<file path="config.mk">
export PLATFORM = sky130hd
export DESIGN_NAME = mem_stage_req_flat
export DESIGN_NICKNAME = d
export VERILOG_FILES = /design/src/rtl/mem_stage_req_if.sv /design/src/rtl/mem_stage_req.sv /design/src/flat_wrapper.sv
export SDC_FILE = /design/constraint.sdc
export NUM_CORES = 1
export LEC_CHECK = 0
export CAP_MARGIN = 15
export CORE_UTILIZATION = 30
export DETAILED_ROUTE_END_ITERATION = 8
export SLEW_MARGIN = 20
export SYNTH_ARGS = -nofsm -noshare
export SYNTH_HDL_FRONTEND = slang
export SYNTH_SLANG_ARGS = --single-unit
</file>
<file path="constraint.sdc">
create_clock -name clk -period 2.9 [get_ports clk]
set_clock_uncertainty 0.1 [all_clocks]
set_input_delay 0.435 -clock clk [delete_from_list [all_inputs] [get_ports clk]]
set_output_delay 0.435 -clock clk [all_outputs]
set_load 0.01 [all_outputs]
</file>
<file path="src/rtl/mem_stage_req_if.sv">
// mem_stage_req_if: MP-latch fields, D-cache request/response and next-stage result of the memory request stage.
interface mem_stage_req_if #(
  parameter int ADDR_W = 15,
  parameter int DATA_W = 32
);
  logic              v;
  logic              rd;
  logic              wr;
  logic              cachable;
  logic [ADDR_W-1:0] phys_addr;
  logic [1:0]        req_size;
  logic              spill;
  logic [DATA_W-1:0] wdata;
  logic              flush;
  logic              stall;
  logic              dc_req;
  logic [ADDR_W-1:0] dc_addr;
  logic [1:0]        dc_size;
  logic              dc_wr;
  logic              dc_uc;
  logic [DATA_W-1:0] dc_wdata;
  logic              dc_ack;
  logic [DATA_W-1:0] dc_rdata;
  logic              v_out;
  logic [DATA_W-1:0] rdata;
  modport slave (
    input  v, rd, wr, cachable, phys_addr, req_size, spill, wdata, flush, dc_ack, dc_rdata,
    output stall, dc_req, dc_addr, dc_size, dc_wr, dc_uc, dc_wdata, v_out, rdata
  );
  modport master (
    output v, rd, wr, cachable, phys_addr, req_size, spill, wdata, flush, dc_ack, dc_rdata,
    input  stall, dc_req, dc_addr, dc_size, dc_wr, dc_uc, dc_wdata, v_out, rdata
  );
endinterface

</file>
<file path="src/rtl/mem_stage_req.sv">
// mem_stage_req: issues D-cache accesses for the latched MP op, splitting line-crossing accesses and merging load data.
module mem_stage_req #(
  parameter int ADDR_W     = 15,
  parameter int LINE_OFF_W = 4,
  parameter int DATA_W     = 32
) (
  input logic            clk,
  input logic            rst,
  mem_stage_req_if.slave bus
);
  typedef enum logic [1:0] {IDLE, REQ1, REQ2, DONE} state_t;
  localparam logic [LINE_OFF_W:0] LINE_B = (LINE_OFF_W+1)'(1) << LINE_OFF_W;
  state_t                         state;
  logic                           kill;
  logic [DATA_W-1:0]              merge;
  logic                           mem;
  logic                           req;
  logic [2:0]                     nb;
  logic [2:0]                     n1;
  logic [2:0]                     n2;
  logic [5:0]                     sh;
  logic [DATA_W-1:0]              mask1;
  logic [ADDR_W-LINE_OFF_W-1:0]   line_nx;
  // n1 is the byte count of the first piece; a legal spill leaves at most 3 bytes before the line end
  always_comb begin
    mem     = bus.v & (bus.rd | bus.wr);
    req     = state == REQ1 || state == REQ2;
    nb      = {1'b0, bus.req_size} + 3'd1;
    n1      = bus.spill ? 3'(LINE_B - {1'b0, bus.phys_addr[LINE_OFF_W-1:0]}) : nb;
    n2      = nb - n1;
    sh      = {n1, 3'b000};
    mask1   = ~({DATA_W{1'b1}} << sh);
    line_nx = bus.phys_addr[ADDR_W-1:LINE_OFF_W] + (ADDR_W-LINE_OFF_W)'(1);
    bus.stall    = (state == IDLE && mem && !bus.flush) || req;
    bus.v_out    = (state == IDLE && bus.v && !mem && !bus.flush) || (state == DONE && !kill && !bus.flush);
    bus.dc_req   = req;
    bus.dc_wr    = req & bus.wr;
    bus.dc_uc    = !bus.cachable;
    bus.dc_addr  = state == REQ2 ? {line_nx, {LINE_OFF_W{1'b0}}} : bus.phys_addr;
    bus.dc_size  = state == REQ2 ? 2'(n2 - 3'd1) : 2'(n1 - 3'd1);
    bus.dc_wdata = state == REQ2 ? bus.wdata >> sh : bus.wdata;
    bus.rdata    = merge;
  end
  always_ff @(posedge clk) begin
    if (!rst) begin
      state <= IDLE;
      kill  <= 1'b0;
      merge <= '0;
    end else begin
      case (state)
        IDLE: if (mem && !bus.flush) begin
          state <= REQ1;
          kill  <= 1'b0;
          merge <= '0;
        end
        REQ1: begin
          if (bus.flush) kill <= 1'b1;
          if (bus.dc_ack) begin
            if (bus.rd) merge <= bus.dc_rdata & mask1;
            state <= (bus.spill && !kill && !bus.flush) ? REQ2 : DONE;
          end
        end
        REQ2: begin
          if (bus.flush) kill <= 1'b1;
          if (bus.dc_ack) begin
            if (bus.rd) merge <= merge | (bus.dc_rdata << sh);
            state <= DONE;
          end
        end
        default: begin
          state <= IDLE;
          kill  <= 1'b0;
        end
      endcase
    end
  end
endmodule

</file>
<file path="src/flat_wrapper.sv">
// flat-port wrapper written by rule: the top's interface ports become plain ports
module mem_stage_req_flat 
#(
  parameter int ADDR_W     = 15,
  parameter int LINE_OFF_W = 4,
  parameter int DATA_W     = 32
)
  (clk, rst, bus_v, bus_rd, bus_wr, bus_cachable, bus_phys_addr, bus_req_size, bus_spill, bus_wdata, bus_flush, bus_dc_ack, bus_dc_rdata, bus_stall, bus_dc_req, bus_dc_addr, bus_dc_size, bus_dc_wr, bus_dc_uc, bus_dc_wdata, bus_v_out, bus_rdata);
  mem_stage_req_if #(.ADDR_W(ADDR_W), .DATA_W(DATA_W)) bus_i ();
  input logic clk;
  input logic rst;
  input wire logic [$bits(bus_i.v)-1:0] bus_v;
  input wire logic [$bits(bus_i.rd)-1:0] bus_rd;
  input wire logic [$bits(bus_i.wr)-1:0] bus_wr;
  input wire logic [$bits(bus_i.cachable)-1:0] bus_cachable;
  input wire logic [$bits(bus_i.phys_addr)-1:0] bus_phys_addr;
  input wire logic [$bits(bus_i.req_size)-1:0] bus_req_size;
  input wire logic [$bits(bus_i.spill)-1:0] bus_spill;
  input wire logic [$bits(bus_i.wdata)-1:0] bus_wdata;
  input wire logic [$bits(bus_i.flush)-1:0] bus_flush;
  input wire logic [$bits(bus_i.dc_ack)-1:0] bus_dc_ack;
  input wire logic [$bits(bus_i.dc_rdata)-1:0] bus_dc_rdata;
  output wire logic [$bits(bus_i.stall)-1:0] bus_stall;
  output wire logic [$bits(bus_i.dc_req)-1:0] bus_dc_req;
  output wire logic [$bits(bus_i.dc_addr)-1:0] bus_dc_addr;
  output wire logic [$bits(bus_i.dc_size)-1:0] bus_dc_size;
  output wire logic [$bits(bus_i.dc_wr)-1:0] bus_dc_wr;
  output wire logic [$bits(bus_i.dc_uc)-1:0] bus_dc_uc;
  output wire logic [$bits(bus_i.dc_wdata)-1:0] bus_dc_wdata;
  output wire logic [$bits(bus_i.v_out)-1:0] bus_v_out;
  output wire logic [$bits(bus_i.rdata)-1:0] bus_rdata;
  assign bus_i.v = bus_v;
  assign bus_i.rd = bus_rd;
  assign bus_i.wr = bus_wr;
  assign bus_i.cachable = bus_cachable;
  assign bus_i.phys_addr = bus_phys_addr;
  assign bus_i.req_size = bus_req_size;
  assign bus_i.spill = bus_spill;
  assign bus_i.wdata = bus_wdata;
  assign bus_i.flush = bus_flush;
  assign bus_i.dc_ack = bus_dc_ack;
  assign bus_i.dc_rdata = bus_dc_rdata;
  assign bus_stall = bus_i.stall;
  assign bus_dc_req = bus_i.dc_req;
  assign bus_dc_addr = bus_i.dc_addr;
  assign bus_dc_size = bus_i.dc_size;
  assign bus_dc_wr = bus_i.dc_wr;
  assign bus_dc_uc = bus_i.dc_uc;
  assign bus_dc_wdata = bus_i.dc_wdata;
  assign bus_v_out = bus_i.v_out;
  assign bus_rdata = bus_i.rdata;
  mem_stage_req #(.ADDR_W(ADDR_W), .LINE_OFF_W(LINE_OFF_W), .DATA_W(DATA_W)) u_core (.clk(clk), .rst(rst), .bus(bus_i));
endmodule
</file>
==> results.toml, run 1 <==
[synthesis]
synthArstFlopShare = 0
mean_area_per_synthesized_cell_um2 = 8.310
post_synth_edffs = 0
post-synth-top-area-fraction = 0.2097
syn-num-nets = 500
synthCells = 402
yosysUniqueCellTypes = 57
postSynthRegisterBits = 35
synth.area.top_cells = "sky130_fd_sc_hd__dfxtp_1 (21%), sky130_fd_sc_hd__mux2i_1 (5.4%), sky130_fd_sc_hd__mux4_2 (5.4%)"
ys.warnings.count = 0
synth_common_cells = "sky130_fd_sc_hd__nand2_1 (42), sky130_fd_sc_hd__dfxtp_1 (35), sky130_fd_sc_hd__inv_1 (31), sky130_fd_sc_hd__a211oi_1 (23), sky130_fd_sc_hd__nor2_1 (21)"
ys.flop_type = "sky130_fd_sc_hd__dfxtp_1"
yosys.area.top_type = "sky130_fd_sc_hd__dfxtp_1"
synth_seq_area_share = 0.2097
most_repeated_cell_in_the_gate_level_netlist_after_synthesis = "sky130_fd_sc_hd__nand2_1"
netlist_area_um2 = 3341

[min_path]
holdCritPathClass = "reg2reg"
number_of_cells_on_the_worst_hold_path = 2

[die]
start_util = 0.3082
die_height_um = 107.5
rows = 38
die-width_um = 107.5
die_area_um2 = 11560
num_io_pins = 176
core-area_um2 = 10840

[placed_design]
hpwl_mm = 10.04
place_inst = 727
postPlaceCellArea_um2 = 5443
io_buffers = 175
place_ws_ps = -605.7
gpl.final_weighted_congestion = 0.8864

[routing]
wl_per_cell_um = 17.68
drt_pre_antenna_iters = 6
drt.antenna.violating_nets = 0
post-route-drc-count = 0
vias = 4054
drtIter0Drc = 139
wl_mm = 13.22
viasPerCell = 5.420

[global_route]
grt_start_max_net_pins = 26
globalRouteOverflowTotal = 0
vias_in_the_first_global_route = 4195
grt_usage = 0.2240
grt_pass1_wl_mm = 20.51
antenna_found_initial = 1

[sta]
min_period_over_period = 0.9669
report.final.setup_viol = 0
final_hold_vio_count = 0
max_slew_margin = 0.4977
timing.final.crit_period_ps = 2804
worst_slack_ps = 96.10
max_freq_ghz = 0.3566
worstMarginPinSlew_ps = 750.0
timing.final.max_slew_violations = 0

[setup_path]
cp.arrival_ps = 2270
reg2reg_slack_ps = 400
critPathKind = "in2out"
critPathLaunch = "bus_phys_addr[7]"
r2r-start = "u_core.state[1]"
reg2reg_to = "u_core.bus.rdata[18]"
timing.reg2reg.worst_path_depth = 7
required_time_at_the_worst_slack_endpoint_ps = 2370
worst_setup_endpoint = "bus_dc_addr[13]"
cp-end-kind = "primary output"
path_max_fanout = 4
timing.critical_path.from_type = "input port"

[pwr]
power_density_nw_per_um2 = 448.3
p_leak_nw = 2.248
vdd.ir_drop.worst_uv = 225.4
total_power_mw = 2.554

[final_layout]
finish.net_count = 704
finalNonFillerCells = 748
synthToLayoutAreaGrowth_pct = 70.56
drive_gt1_frac = 0.2273
stdcell_area_um2 = 5698
final_core_util = 0.5256
fillerInstances = 1044

[cts]
clock_sink_count = 35
cts_htree_levels = 2
tritoncts.num_buffers = 5
cts_max_path_buffers = 2
clkTransAtPathRegs_ps = 80
tritoncts_clock_tree = "built"
library_cell_used_as_clock_root_buffer = "sky130_fd_sc_hd__clkbuf_8"
cts.hold.buffers_added = 0
insertion_delay_ps = 290

[run_status]
status = "completed"

[flow_run]
max_cap_viol_count = 0
==> layer usage <==
layer / routed length [µm] / vias to the layer above / track usage
li1: - / 1940 / -
met1: 5292 / 1880 / 0.2596
met2: 6321 / 204 / 0.3846
met3: 1286 / 30 / 0.06538
met4: 322 / 0 / 0.08904
met5: 0 / - / 0
==> per-stage QoR <==
stage	TNS, ps	hold slack, ps
after detailed placement	-17080	341.4
after global placement	-16680	343.1
after global routing	-1.378	388.4
after floorplan	0	366.2
after CTS	0	359.6
final	0	355.4
==> worst min path at each step <==
stage,startpoint,endpoint,slack (ps)
6_report,u_core.bus.rdata[14],u_core.bus.rdata[14],360
5_1_grt,u_core.bus.rdata[11],u_core.bus.rdata[11],390
4_1_cts,u_core.bus.rdata[14],u_core.bus.rdata[14],360
3_5_place_dp,u_core.bus.rdata[14],u_core.bus.rdata[14],340
3_3_place_gp,u_core.bus.rdata[11],u_core.bus.rdata[11],340
2_1_floorplan,u_core.kill,u_core.kill,370
==> sequential cells by signal, summed over array words and instances, names as in the netlist <==
signal,flops
u_core.state,2
u_core.kill,1
u_core.bus.rdata,32
==> what timing repair did <==
action	in CTS	in global routing
cloned	1	0
setup buffers	9	3
pin swaps	4	5
setup endpoints to repair	36	36
resized for setup	124	38
==> cell type report <==
cell class,count,area [µm²],share of cell area
Clock buffer,6,72.57,0.01274
Clock inverter,2,12.51,0.002196
Tap cell,140,175.2,0.03074
Antenna cell,1,2.502,0.0004392
Multi-Input combinational cell,303,2516,0.4416
Timing Repair Buffer,224,2079,0.3650
Sequential cell,35,700.7,0.1230
Inverter,37,138.9,0.02437
==> worst max-delay path: stages <==
cell and delay [ps]:
sky130_fd_sc_hd__clkdlybuf4s50_1 530, sky130_fd_sc_hd__and3_1 190, sky130_fd_sc_hd__and3_1 210, sky130_fd_sc_hd__nand2_1 70, sky130_fd_sc_hd__nor2_1 110, sky130_fd_sc_hd__xor2_1 160, sky130_fd_sc_hd__clkdlybuf4s50_1 560
==> where the power goes <==
group | switching [mW] | internal (mW)
clock | 0.185 | 0.168
combinational | 0.864 | 0.799
sequential | 0.0252 | 0.514
total | 1.07 | 1.48
==> kinds of logic after synthesis <==
group	count (synthesis)	share of synthesized area
AO/OA/AOI/OAI	149	0.3498
multiplexers	36	0.1423
AND/OR/NAND/NOR	97	0.1502
XOR/XNOR	13	0.03633
buffers and inverters	64	0.08165
flip-flops	35	0.2097
adder cells (fa/ha/maj)	8	0.02996
==> placed cells by master (no fill, tap or decap), drive strengths merged, types with 2 or more instances in the layout <==
master         instances
a2111oi                8
a211oi                23
a21oi                 13
a221o                  8
a221oi                 2
a22o                  16
a2bb2oi               16
a31oi                  3
a32oi                 10
and2                   9
and3                   3
buf                   71
clkbuf                 8
clkdlybuf4s50        135
dfxtp                 35
dlygate4sd2           11
dlymetal6s2s           4
ha                     8
inv                   37
mux2                   9
mux2i                 19
mux4                   8
nand2                 42
nand2b                 4
nand4                  2
nor2                  24
nor2b                  6
nor3                   2
o21ai                 20
o221ai                 8
o22ai                 16
o31ai                  2
xnor2                  9
xor2                   4
No activity file was read; power rests on OpenSTA's default activity.
==> run 2: changes to the inputs <==
- SETUP_SLACK_MARGIN: unset -> 0.05
==> run 2 against run 1 <==
  * Hold slack improved by 1.6 ps
  * Routed wire length decreased by 0.70%
  * Global-route usage about the same
  * Clock power about the same
  * Utilization decreased by 0.45 points
  * Combinational power about the same
  * Critical path depth increased by 1
  * Largest cell class unchanged
  * Largest power group unchanged
==> results.toml, run 2 (synthesis gave the netlist of run 1 again) <==
[die]
die_height_um = 107.5
rows = 38
die_area_um2 = 11560
die-width_um = 107.5
num_io_pins = 176
start_util = 0.3082
core-area_um2 = 10840

[routing]
wl_per_cell_um = 17.51
drt.antenna.violating_nets = 0
vias = 4074
post-route-drc-count = 0
drtIter0Drc = 179
drt_pre_antenna_iters = 4
viasPerCell = 5.432
wl_mm = 13.13

[cts]
tritoncts.num_buffers = 5
clock_sink_count = 35
tritoncts_clock_tree = "built"
clkTransAtPathRegs_ps = 80
cts_htree_levels = 2
library_cell_used_as_clock_root_buffer = "sky130_fd_sc_hd__clkbuf_8"
cts_max_path_buffers = 2
cts.hold.buffers_added = 0
insertion_delay_ps = 290

[global_route]
grt_usage = 0.2239
grt_start_max_net_pins = 26
vias_in_the_first_global_route = 4244
globalRouteOverflowTotal = 0
grt_pass1_wl_mm = 20.56
antenna_found_initial = 1

[setup_path]
critical_path_buf_inv_count = 6
slowest_delay_ps = 600
crit_path_cell_trace = "dlygate4sd2_1 -> buf_4 -> buf_4 -> inv_2 -> buf_4 -> a21oi_1 -> nor2_1 -> clkdlybuf4s50_1"
cp.arrival_ps = 2240
critPathKind = "in2out"
critPathTopFamily = "buffers and inverters"
reg2reg_slack_ps = 410
timing.reg2reg.worst_path_depth = 7
cp-end-kind = "primary output"
path_max_fanout = 21
cp_common_cell = "sky130_fd_sc_hd__buf_4"
timing.critical_path.from_type = "input port"
required_time_at_the_worst_slack_endpoint_ps = 2370
worstSetupPathDepth = 8
critPathSlowestCell = "sky130_fd_sc_hd__clkdlybuf4s50_1"

[placed_design]
hpwl_mm = 10.04
io_buffers = 175
gpl.final_weighted_congestion = 0.8864
postPlaceCellArea_um2 = 5443
place_ws_ps = -605.7

[sta]
timing.final.max_slew_violations = 0
worstMarginPinSlew_ps = 762.2
max_freq_ghz = 0.3601
timing.final.crit_period_ps = 2777
max_slew_margin = 0.4895
report.final.setup_viol = 0
grt_setup_unrepaired = "no"
worst_slack_ps = 123.0
setup_total_negative_slack_ps = 0
final_hold_vio_count = 0
min_period_over_period = 0.9576

[final_layout]
drive_gt1_frac = 0.2282
mostFrequentLayoutCell = "sky130_fd_sc_hd__clkdlybuf4s50_1"
mostFrequentLayoutCells = "sky130_fd_sc_hd__clkdlybuf4s50_1 (133), sky130_fd_sc_hd__nand2_1 (42), sky130_fd_sc_hd__buf_4 (40)"
finish.net_count = 706
fillerInstances = 1039
stdcell_area_um2 = 5649
largest_register_ffs = 32
final_core_util = 0.5211
synthToLayoutAreaGrowth_pct = 69.10

[pwr]
power_density_nw_per_um2 = 450.6
total_power_mw = 2.545
share_comb_of_total_power = 0.649
vdd.ir_drop.worst_uv = 197.2
clock_power_share = 0.139
sequentialPowerShare = 0.212
power_dissipated_by_switching_net_loads_mw = 1.068
internal-power_mw = 1.478
p_leak_nw = 2.247
switching_share = 0.4195

[min_path]
holdCritPathClass = "reg2reg"
number_of_cells_on_the_worst_hold_path = 2

[flow_run]
max_cap_viol_count = 0

[run_status]
status = "completed"
## run 2: cell types whose count changed in the layout (fill, tap and decap cells not counted), sizes merged
cell,previous run,this run
buf,71,78
clkbuf,8,6
clkdlybuf4s15,1,2
clkdlybuf4s50,135,133
dlygate4sd2,11,10
dlymetal6s2s,4,3
## run 2: what timing repair did
action,in CTS,in global routing
buffers inserted,13,0
resized for setup,161,4
setup endpoints to repair,38,24
pin swaps,7,2
cloned,1,0
## run 2: worst register-to-register path: cells and delay by family (launching register included)
family | cells | cell delay (ps)
compound gates | 3 | 1020
simple gates | 2 | 490
flops | 1 | 380
fa+ha+maj | 1 | 380
buf+inv | 1 | 80
## run 2: layer usage
| metal | share of wire | global-route usage |
|---|---|---|
| met2 | 0.47 | 0.3874 |
| met1 | 0.41 | 0.2559 |
| met5 | 0 | 0 |
| met3 | 0.095 | 0.06477 |
| met4 | 0.025 | 0.09295 |
## run 2: path summary, 6_finish.rpt
check                            start                    to
setup / recovery             bus_spill        bus_dc_size[0]
hold / removal    u_core.bus.rdata[14]  u_core.bus.rdata[14]
setup reg to reg       u_core.state[1]  u_core.bus.rdata[18]
hold reg to reg   u_core.bus.rdata[14]  u_core.bus.rdata[14]
## run 2: area by class of cell
| class | instances | area [µm²] | area share |
|---|---|---|---|
| sequential | 35 | 700.7 | 0.1240 |
| clock buffer | 6 | 72.57 | 0.01285 |
| timing repair buffer | 226 | 2081 | 0.3683 |
| multi-input combinational | 303 | 2466 | 0.4365 |
| tap | 140 | 175.2 | 0.03101 |
| inverter | 37 | 138.9 | 0.02458 |
| clock inverter | 2 | 12.51 | 0.002215 |
| antenna | 1 | 2.502 | 0.0004430 |
## run 2: power by group through the flow
stage	Combinational, mW	Clock (mW)	Sequential, mW
after floorplan	0.844	0	0.552
after global placement	1.64	0	0.546
after detailed placement	1.65	0	0.550
after CTS	1.65	0.361	0.539
after global routing	1.78	0.384	0.543
final	1.65	0.354	0.539
## run 2: per-stage QoR
stage,cells,hold slack [ps]
after floorplan,402,366.2
after global placement,727,343.1
after detailed placement,727,341.4
after CTS,749,359.6
after global routing,750,388.4
final,750,357.0
==> run 3: changes to the inputs <==
- clock period: 2.9 -> 3 ns (I/O delays scaled with it)
==> run 3 against run 2 <==
  * Clock power increased by 8.2%
  * Routed wire length decreased by 0.81%
  * First-iteration DRC count decreased by 13%
  * Cell count decreased by 0.27%
  * Register-to-register slack improved by 40 ps
  * Global-route usage decreased by 0.093 points
  * Critical path depth decreased by 1
  * Utilization increased by 1.1 points
  * Hold slack got worse by 5.0 ps
  * Cell area increased by 2.1%
  * Largest cell class unchanged
==> results.toml, run 3 (synthesis gave the netlist of run 1 again) <==
[sta]
worstMarginPinSlew_ps = 719.4
grt_setup_unrepaired = "no"
max_slew_margin = 0.5182
min_period_over_period = 0.9437
setup_total_negative_slack_ps = 0
max_freq_ghz = 0.3532
final_hold_vio_count = 0
report.final.setup_viol = 0
timing.final.crit_period_ps = 2831
timing.final.max_slew_violations = 0
worst_slack_ps = 168.8

[placed_design]
io_buffers = 175
postPlaceCellArea_um2 = 5463
gpl.final_weighted_congestion = 0.8799
hpwl_mm = 10.03
place_ws_ps = -592.5

[die]
rows = 38
core-area_um2 = 10840
num_io_pins = 176
start_util = 0.3082
die_height_um = 107.5
die_area_um2 = 11560
die-width_um = 107.5

[final_layout]
stdcell_area_um2 = 5767
finish.net_count = 703
final_core_util = 0.5320
drive_gt1_frac = 0.2228
fillerInstances = 1015
largest_register_ffs = 32
mostFrequentLayoutCell = "sky130_fd_sc_hd__clkdlybuf4s50_1"
mostFrequentLayoutCells = "sky130_fd_sc_hd__clkdlybuf4s50_1 (137), sky130_fd_sc_hd__nand2_1 (41), sky130_fd_sc_hd__buf_4 (37)"
synthToLayoutAreaGrowth_pct = 72.62

[cts]
cts.hold.buffers_added = 0
tritoncts_clock_tree = "built"
tritoncts.num_buffers = 5
clock_sink_count = 35
cts_htree_levels = 2
library_cell_used_as_clock_root_buffer = "sky130_fd_sc_hd__clkbuf_8"
cts_max_path_buffers = 2
insertion_delay_ps = 280
clkTransAtPathRegs_ps = 70

[global_route]
grt_pass1_wl_mm = 20.44
grt_usage = 0.2230
antenna_found_initial = 2
globalRouteOverflowTotal = 0
vias_in_the_first_global_route = 3971
grt_start_max_net_pins = 26

[routing]
wl_mm = 13.02
wl_per_cell_um = 17.41
drtIter0Drc = 156
drt_pre_antenna_iters = 4
drt.antenna.violating_nets = 0
viasPerCell = 5.345
post-route-drc-count = 0
vias = 3998

[pwr]
p_leak_nw = 2.256
vdd.ir_drop.worst_uv = 194.4
total_power_mw = 2.519
power_density_nw_per_um2 = 436.8

[setup_path]
timing.critical_path.from_type = "input port"
r2r-start = "u_core.state[1]"
reg2reg_to = "u_core.bus.rdata[18]"
path_max_fanout = 4
critPathKind = "in2out"
cp.arrival_ps = 2280
cp-end-kind = "primary output"
reg2reg_slack_ps = 450
timing.reg2reg.worst_path_depth = 7
required_time_at_the_worst_slack_endpoint_ps = 2450
critPathLaunch = "bus_phys_addr[7]"

[min_path]
holdPathEnd = "u_core.bus.rdata[11]"
hold_path_startpoint = "u_core.bus.rdata[11]"
number_of_cells_on_the_worst_hold_path = 2
holdCritPathClass = "reg2reg"

[run_status]
status = "completed"

[flow_run]
max_cap_viol_count = 0
run 3: cell count changes in the layout (fill, tap and decap cells not counted), sizes merged:
cell,previous run,this run
dlygate4sd2,10,12
buf,78,59
clkdlybuf4s15,2,6
clkbuf,6,13
diode,1,2
clkdlybuf4s50,133,137
inv,37,36
run 3: area by class of cell:
| type | instances | area (µm²) | area share |
|---|---|---|---|
| Inverter | 37 | 140.1 | 0.02430 |
| Antenna cell | 2 | 5.005 | 0.0008679 |
| Timing Repair Buffer | 223 | 2116 | 0.3669 |
| Tap cell | 140 | 175.2 | 0.03038 |
| Sequential cell | 35 | 700.7 | 0.1215 |
| Clock inverter | 1 | 7.507 | 0.001302 |
| Clock buffer | 7 | 96.34 | 0.01671 |
| Multi-Input combinational cell | 303 | 2526 | 0.4381 |
run 3: per-layer routing:
layer,vias to the layer above,GRT usage,wire [µm]
li1,1946,-,-
met1,1835,0.2651,5284
met2,190,0.3759,6095
met3,27,0.07022,1321
met4,0,0.07730,322
met5,-,0,0
run 3: critical path, cell delays in order:
cell and delay (ps):
sky130_fd_sc_hd__clkdlybuf4s50_1 540, sky130_fd_sc_hd__and3_1 190, sky130_fd_sc_hd__and3_1 210, sky130_fd_sc_hd__nand2_1 60, sky130_fd_sc_hd__nor2_1 110, sky130_fd_sc_hd__xor2_1 160
sky130_fd_sc_hd__clkdlybuf4s50_1 560
run 3: how the worst max path moves through the flow:
| stage | to | slack (ps) |
|---|---|---|
| global placement | bus_dc_wdata[7] | -510 |
| finish | bus_dc_addr[13] | 170 |
| floorplan | bus_dc_wdata[22] | 210 |
| detailed placement | bus_dc_wdata[0] | -590 |
| CTS | bus_dc_wdata[21] | -30 |
| global route | bus_dc_addr[13] | 70 |
run 3: repair_timing:
item | in CTS | in global routing
buffers inserted | 7 | 2
pin swaps | 2 | 4
gates cloned | 1 | 0
setup endpoints to repair | 38 | 39
gates resized for setup | 105 | 32
run 3: stage by stage:
stage	hold slack, ps	instances
global route	374.3	748
finish	352.0	748
global placement	343.2	728
floorplan	366.2	402
detailed placement	344.4	728
CTS	358.4	744
run 3: report_power, final:
part / total [mW] / switching, mW / internal, mW
clock: 0.383 / 0.174 / 0.209
sequential: 0.523 / 0.0264 / 0.496
combinational: 1.61 / 0.833 / 0.781
total: 2.52 / 1.03 / 1.49
